==> config.mk <==
export PLATFORM = sky130hd
export DESIGN_NAME = shift_clock_gen
export DESIGN_NICKNAME = d
export VERILOG_FILES = /design/src/rtl/shift_clock_gen.sv
export SDC_FILE = /design/constraint.sdc
export NUM_CORES = 1
export LEC_CHECK = 0
export CORE_MARGIN = 3
export CORE_UTILIZATION = 35
export DETAILED_ROUTE_END_ITERATION = 8
export GPL_ROUTABILITY_DRIVEN = 0
export PLACE_DENSITY = 0.64
export SETUP_SLACK_MARGIN = 0.4
export SLEW_MARGIN = 20
export SYNTH_ARGS = -nofsm -noshare
export SYNTH_HDL_FRONTEND = slang
export SYNTH_SLANG_ARGS = --single-unit
==> constraint.sdc <==
create_clock -name clkin -period 1.8 [get_ports clkin]
set_input_delay 0.54 -clock clkin [delete_from_list [all_inputs] [get_ports clkin]]
set_output_delay 0.54 -clock clkin [all_outputs]
set_load 0.02 [all_outputs]
==> src/rtl/shift_clock_gen.sv <==
// shift_clock_gen: divides the board clock into a 50%-duty shift clock plus a
// one-cycle shift-enable pulse, with run-time selectable speed levels.
// Level L runs at half-period BASE_HALF >> L. A new level is only adopted at a
// clkout toggle (or while idle), so no runt half-periods are ever produced.
module shift_clock_gen #(
  parameter int BASE_HALF  = 25000000,
  parameter int NUM_LEVELS = 4,
  parameter int CNT_W      = 25,
  parameter int LVL_W      = 2
) (
  input  logic             clkin,
  input  logic             reset,
  input  logic             en,
  input  logic             speed_up,
  input  logic             level_clr,
  output logic             clkout,
  output logic             tick,
  output logic [LVL_W-1:0] level,
  output logic [LVL_W-1:0] active_level,
  output logic             dbg_state
);

  typedef enum logic {
    IDLE = 1'b0,
    RUN  = 1'b1
  } state_t;

  localparam logic [LVL_W-1:0] TOP_LVL = LVL_W'(NUM_LEVELS - 1);

  state_t           state;
  logic [CNT_W-1:0] counter;
  logic [CNT_W-1:0] half_m1;
  logic             at_toggle;

  // Terminal count (half-period minus one) for the level driving the divider.
  always_comb begin
    half_m1 = '0;
    for (int i = 0; i < NUM_LEVELS; i++) begin
      if (active_level == i[LVL_W-1:0]) begin
        half_m1 = CNT_W'((BASE_HALF >> i) - 1);
      end
    end
  end

  assign at_toggle = (counter == half_m1);
  assign dbg_state = (state == RUN);

  // Run/idle FSM, divider counter, registered clkout/tick and level tracking.
  always_ff @(posedge clkin) begin
    if (reset) begin
      state        <= IDLE;
      counter      <= '0;
      clkout       <= 1'b0;
      tick         <= 1'b0;
      level        <= '0;
      active_level <= '0;
    end else begin
      // Requested level: clear beats step-up; step-up saturates at the top.
      if (level_clr) begin
        level <= '0;
      end else if (speed_up && (level != TOP_LVL)) begin
        level <= level + 1'b1;
      end

      if (!en) begin
        // Idle (or pausing): truncate the period, no tick, adopt level now.
        state        <= IDLE;
        counter      <= '0;
        clkout       <= 1'b0;
        tick         <= 1'b0;
        active_level <= level;
      end else begin
        // The edge that leaves IDLE already counts as enabled edge 1.
        state <= RUN;
        if (at_toggle) begin
          counter      <= '0;
          clkout       <= ~clkout;
          tick         <= ~clkout;
          active_level <= level;
        end else begin
          counter <= counter + 1'b1;
          tick    <= 1'b0;
        end
      end
    end
  end

endmodule

==> impl_metrics.env <==
export IMPL_outcome="finished with violations"
export IMPL_violations="setup timing"
export IMPL_ff2ff_setup_slack_ns=-0.07
export IMPL_clk_latency_ns=0.28
export IMPL_setup_slack_ns=-0.0688
export IMPL_synth_distinct_cells=44
export IMPL_cp_max_fo=8
export IMPL_layout_drive_gt1_share=0.283
export IMPL_layout_commonest_cell="nor2_1"
export IMPL_synth_simple_area_share=0.315
export IMPL_layout_cells_non_filler=296
export IMPL_initial_core_util=0.374
export IMPL_area_growth_pct=32.1
export IMPL_grt_total_usage=0.153
export IMPL_cts_hold_buf=0
export IMPL_wl_met3_um=189
export IMPL_synth_seq_cells=32
export IMPL_vias_per_cell=5.22
export IMPL_post_drt_wl_per_cell_um=13.7
export IMPL_crit_chain="nand2_2, a211o_1, a222oi_1, nand4_4, buf_4, o211a_1"
export IMPL_pwr_share_clk=0.397
export IMPL_hpwl_mm=2.77
export IMPL_timing_slew_headroom=0.698
export IMPL_leakage_nw=0.842
export IMPL_arrival_ns=2.04
export IMPL_cts_root_buf="clkbuf_8"
export IMPL_cts_tree="built"
export IMPL_max_freq_mhz=535
export IMPL_grt_pass1_vias=1451
export IMPL_die_h_um=75.4
export IMPL_nets=250
export IMPL_end_kind="flop"
export IMPL_synthMuxAreaShare=0.0119
export IMPL_maxCapViolations=0
export IMPL_worst_pin_slew_ns=0.453
export IMPL_min_path_type="reg -> reg"
export IMPL_layout_common_cells="nor2_1, buf_4, dfxtp_1"
export IMPL_place_ws_ns=-0.123
export IMPL_path_class="reg -> reg"
export IMPL_synth_fp_nets=210
export IMPL_synth_top_family_by_area="simple AND/OR/NAND/NOR gates"
export IMPL_h_tree_depth=2
export IMPL_netlist_instances=203
export IMPL_post_place_cells=278
export IMPL_place_port_buffers=11
export IMPL_period_needed_ns=1.87
export IMPL_power_frac_seq=0.520
export IMPL_rr_startpoint="active_level[0]"
export IMPL_reg2regPathDepth=6
export IMPL_synth_compound_area_share=0.104
export IMPL_maxUsedRoutingLayer="met4"
export IMPL_setup_violations=27
export IMPL_vias=1544
export IMPL_p_switching_w=0.000309
export IMPL_clkSinkCount=32
export IMPL_swShare=0.221
export IMPL_io_pins=12
export IMPL_fin_setup_tns_ns=-1.04
export IMPL_synth_area_um2=1690
export IMPL_ant_nets=0
export IMPL_core_area_um2=4500
export IMPL_antenna_cells=0
export IMPL_wl_met2_mm=1.91
export IMPL_synth_area_per_cell_um2=8.31
export IMPL_total_power_w=0.00140
export IMPL_cp_slowest_cell="a222oi_1"
export IMPL_power_frac_comb=0.083
export IMPL_min_period_over_period=1.04
export IMPL_ys_warnings_count=0
export IMPL_reg2reg_to="active_level[1]"
export IMPL_finalHoldViolCount=0
export IMPL_rsz0062_at_grt="yes"
export IMPL_synth_edf_count=0
export IMPL_die_width_um=75.4
export IMPL_drv_slew=0
export IMPL_clk_pin_slew_ns=0.06
export IMPL_row_count=24
export IMPL_hold_depth=1
export IMPL_die_area_um2=5690
export IMPL_hold_end="tick"
export IMPL_cpPeakStageDelay_ns=0.45
export IMPL_drcViolationCount=0
export IMPL_first_iter_violations=91
export IMPL_grt_ovfl_total=0
export IMPL_p_per_area_nw_per_um2=627
export IMPL_grt_antenna_before_repair=0
export IMPL_ys_async_sr_fraction=0
export IMPL_synth_xor_area_share=0.130
export IMPL_grt_max_degree=25
export IMPL_synthAdderAreaFrac=0.0148
export IMPL_cp_start_kind="flop"
export IMPL_postLayoutCellArea_um2=2230
export IMPL_yosysSeqAreaShare=0.380
export IMPL_placed_cell_area_um2=1990
export IMPL_clk_path_buf_depth=2
export IMPL_vdd_ir_drop_worst_mv=0.427
export IMPL_finalClockSkew_ns=0.00260
export IMPL_cts_buffers=5
export IMPL_grt_pass1_wl_mm=6.56
export IMPL_yosys_most_used_dff="dfxtp_1"
export IMPL_dr_pass1_iters=4
export IMPL_internal_power_w=0.00109
export IMPL_finalWirelength_mm=4.06
export IMPL_cp_data_required_time_ns=1.97
export IMPL_holdCritStartpoint="clkout"
export IMPL_m1WireLength_mm=1.80
worst max-delay path: cells and delay by family, from the launching register on:
family                 cells  cell delay, ns
and+or+nand+nor            2            0.27
AOI/OAI and AO/OA          3            0.90
DFF                        1            0.41
buffers and inverters      1            0.18
power groups by stage:
stage	Clock (W)	Sequential, W	Combinational [W]
4_1_cts	0.000570	0.000725	0.000110
6_report	0.000554	0.000727	0.000115
2_1_floorplan	0	0.000742	0.0000568
3_5_place_dp	0	0.000743	0.0000947
5_1_grt	0.000601	0.000728	0.000124
3_3_place_gp	0	0.000743	0.0000943
logic make-up (layout without fill, tap and decap cells):
logic type	count (synthesis)	count (layout)
AO/OA/AOI/OAI	24	24
XOR/XNOR	25	25
adder cells (fa/ha/maj)	2	2
buffers and inverters	14	55
flip-flops	32	32
multiplexers	2	2
AND/OR/NAND/NOR	104	104
flip-flops by register name, indices dropped and copies added, names as in the netlist:
| register | cells |
|---|---|
| dbg_state | 1 |
| level | 2 |
| tick | 1 |
| active_level | 2 |
| clkout | 1 |
| counter | 25 |
per-layer routing:
layer | vias to the layer above | track usage
li1 | 782 | -
met1 | 703 | 0.193
met2 | 44 | 0.238
met3 | 15 | 0.0356
met4 | 0 | 0.0913
met5 | - | 0
stage by stage:
step	hold WS (ns)	utilization
CTS	0.479	0.484
floorplan	0.417	-
global route	0.512	0.495
finish	0.482	0.495
detailed placement	0.447	0.442
global placement	0.443	0.442
timing repair:
action / CTS / global route
pin swaps: 6 / 2
gates resized for setup: 49 / 8
buffers inserted: 7 / 3
endpoints found under the setup margin: 36 / 34
final cells by class:
class	count	area, µm²
clock buffers	8	90.1
fillers	431	2280
inverters	4	15.0
multi-input cells	157	1030
flip-flops and latches	32	661
well taps	52	65.1
repair buffers	43	368
how the worst max path moves through the flow:
stage	from	endpoint	slack (ns)
after floorplan	active_level[0]	counter[16]	0.04
after global placement	counter[0]	clkout	-0.12
after detailed placement	counter[0]	clkout	-0.12
after CTS	active_level[1]	counter[17]	-0.01
after global routing	active_level[1]	clkout	-0.14
final	active_level[0]	active_level[1]	-0.07
Yosys cell counts, types with 2 or more instances:
cell	n	area (µm²)
inv_1	4	15.0
nand4_1	5	31.3
xor2_1	14	123
nor2b_1	4	25.0
o211ai_1	3	22.5
mux2i_1	2	20.0
a21oi_1	5	25.0
ha_1	2	25.0
o21ai_0	3	15.0
o211a_1	2	20.0
nand2_1	15	56.3
clkbuf_1	2	7.51
buf_2	4	20.0
nand2b_1	5	31.3
nor3b_1	4	30.0
xnor2_1	11	96.3
nor3_1	4	20.0
nor2_1	37	139
and3_1	9	56.3
nand3_1	11	55.1
nand4b_1	2	17.5
buf_6	2	22.5
dfxtp_1	32	641
(Power assumes the default switching activity.)
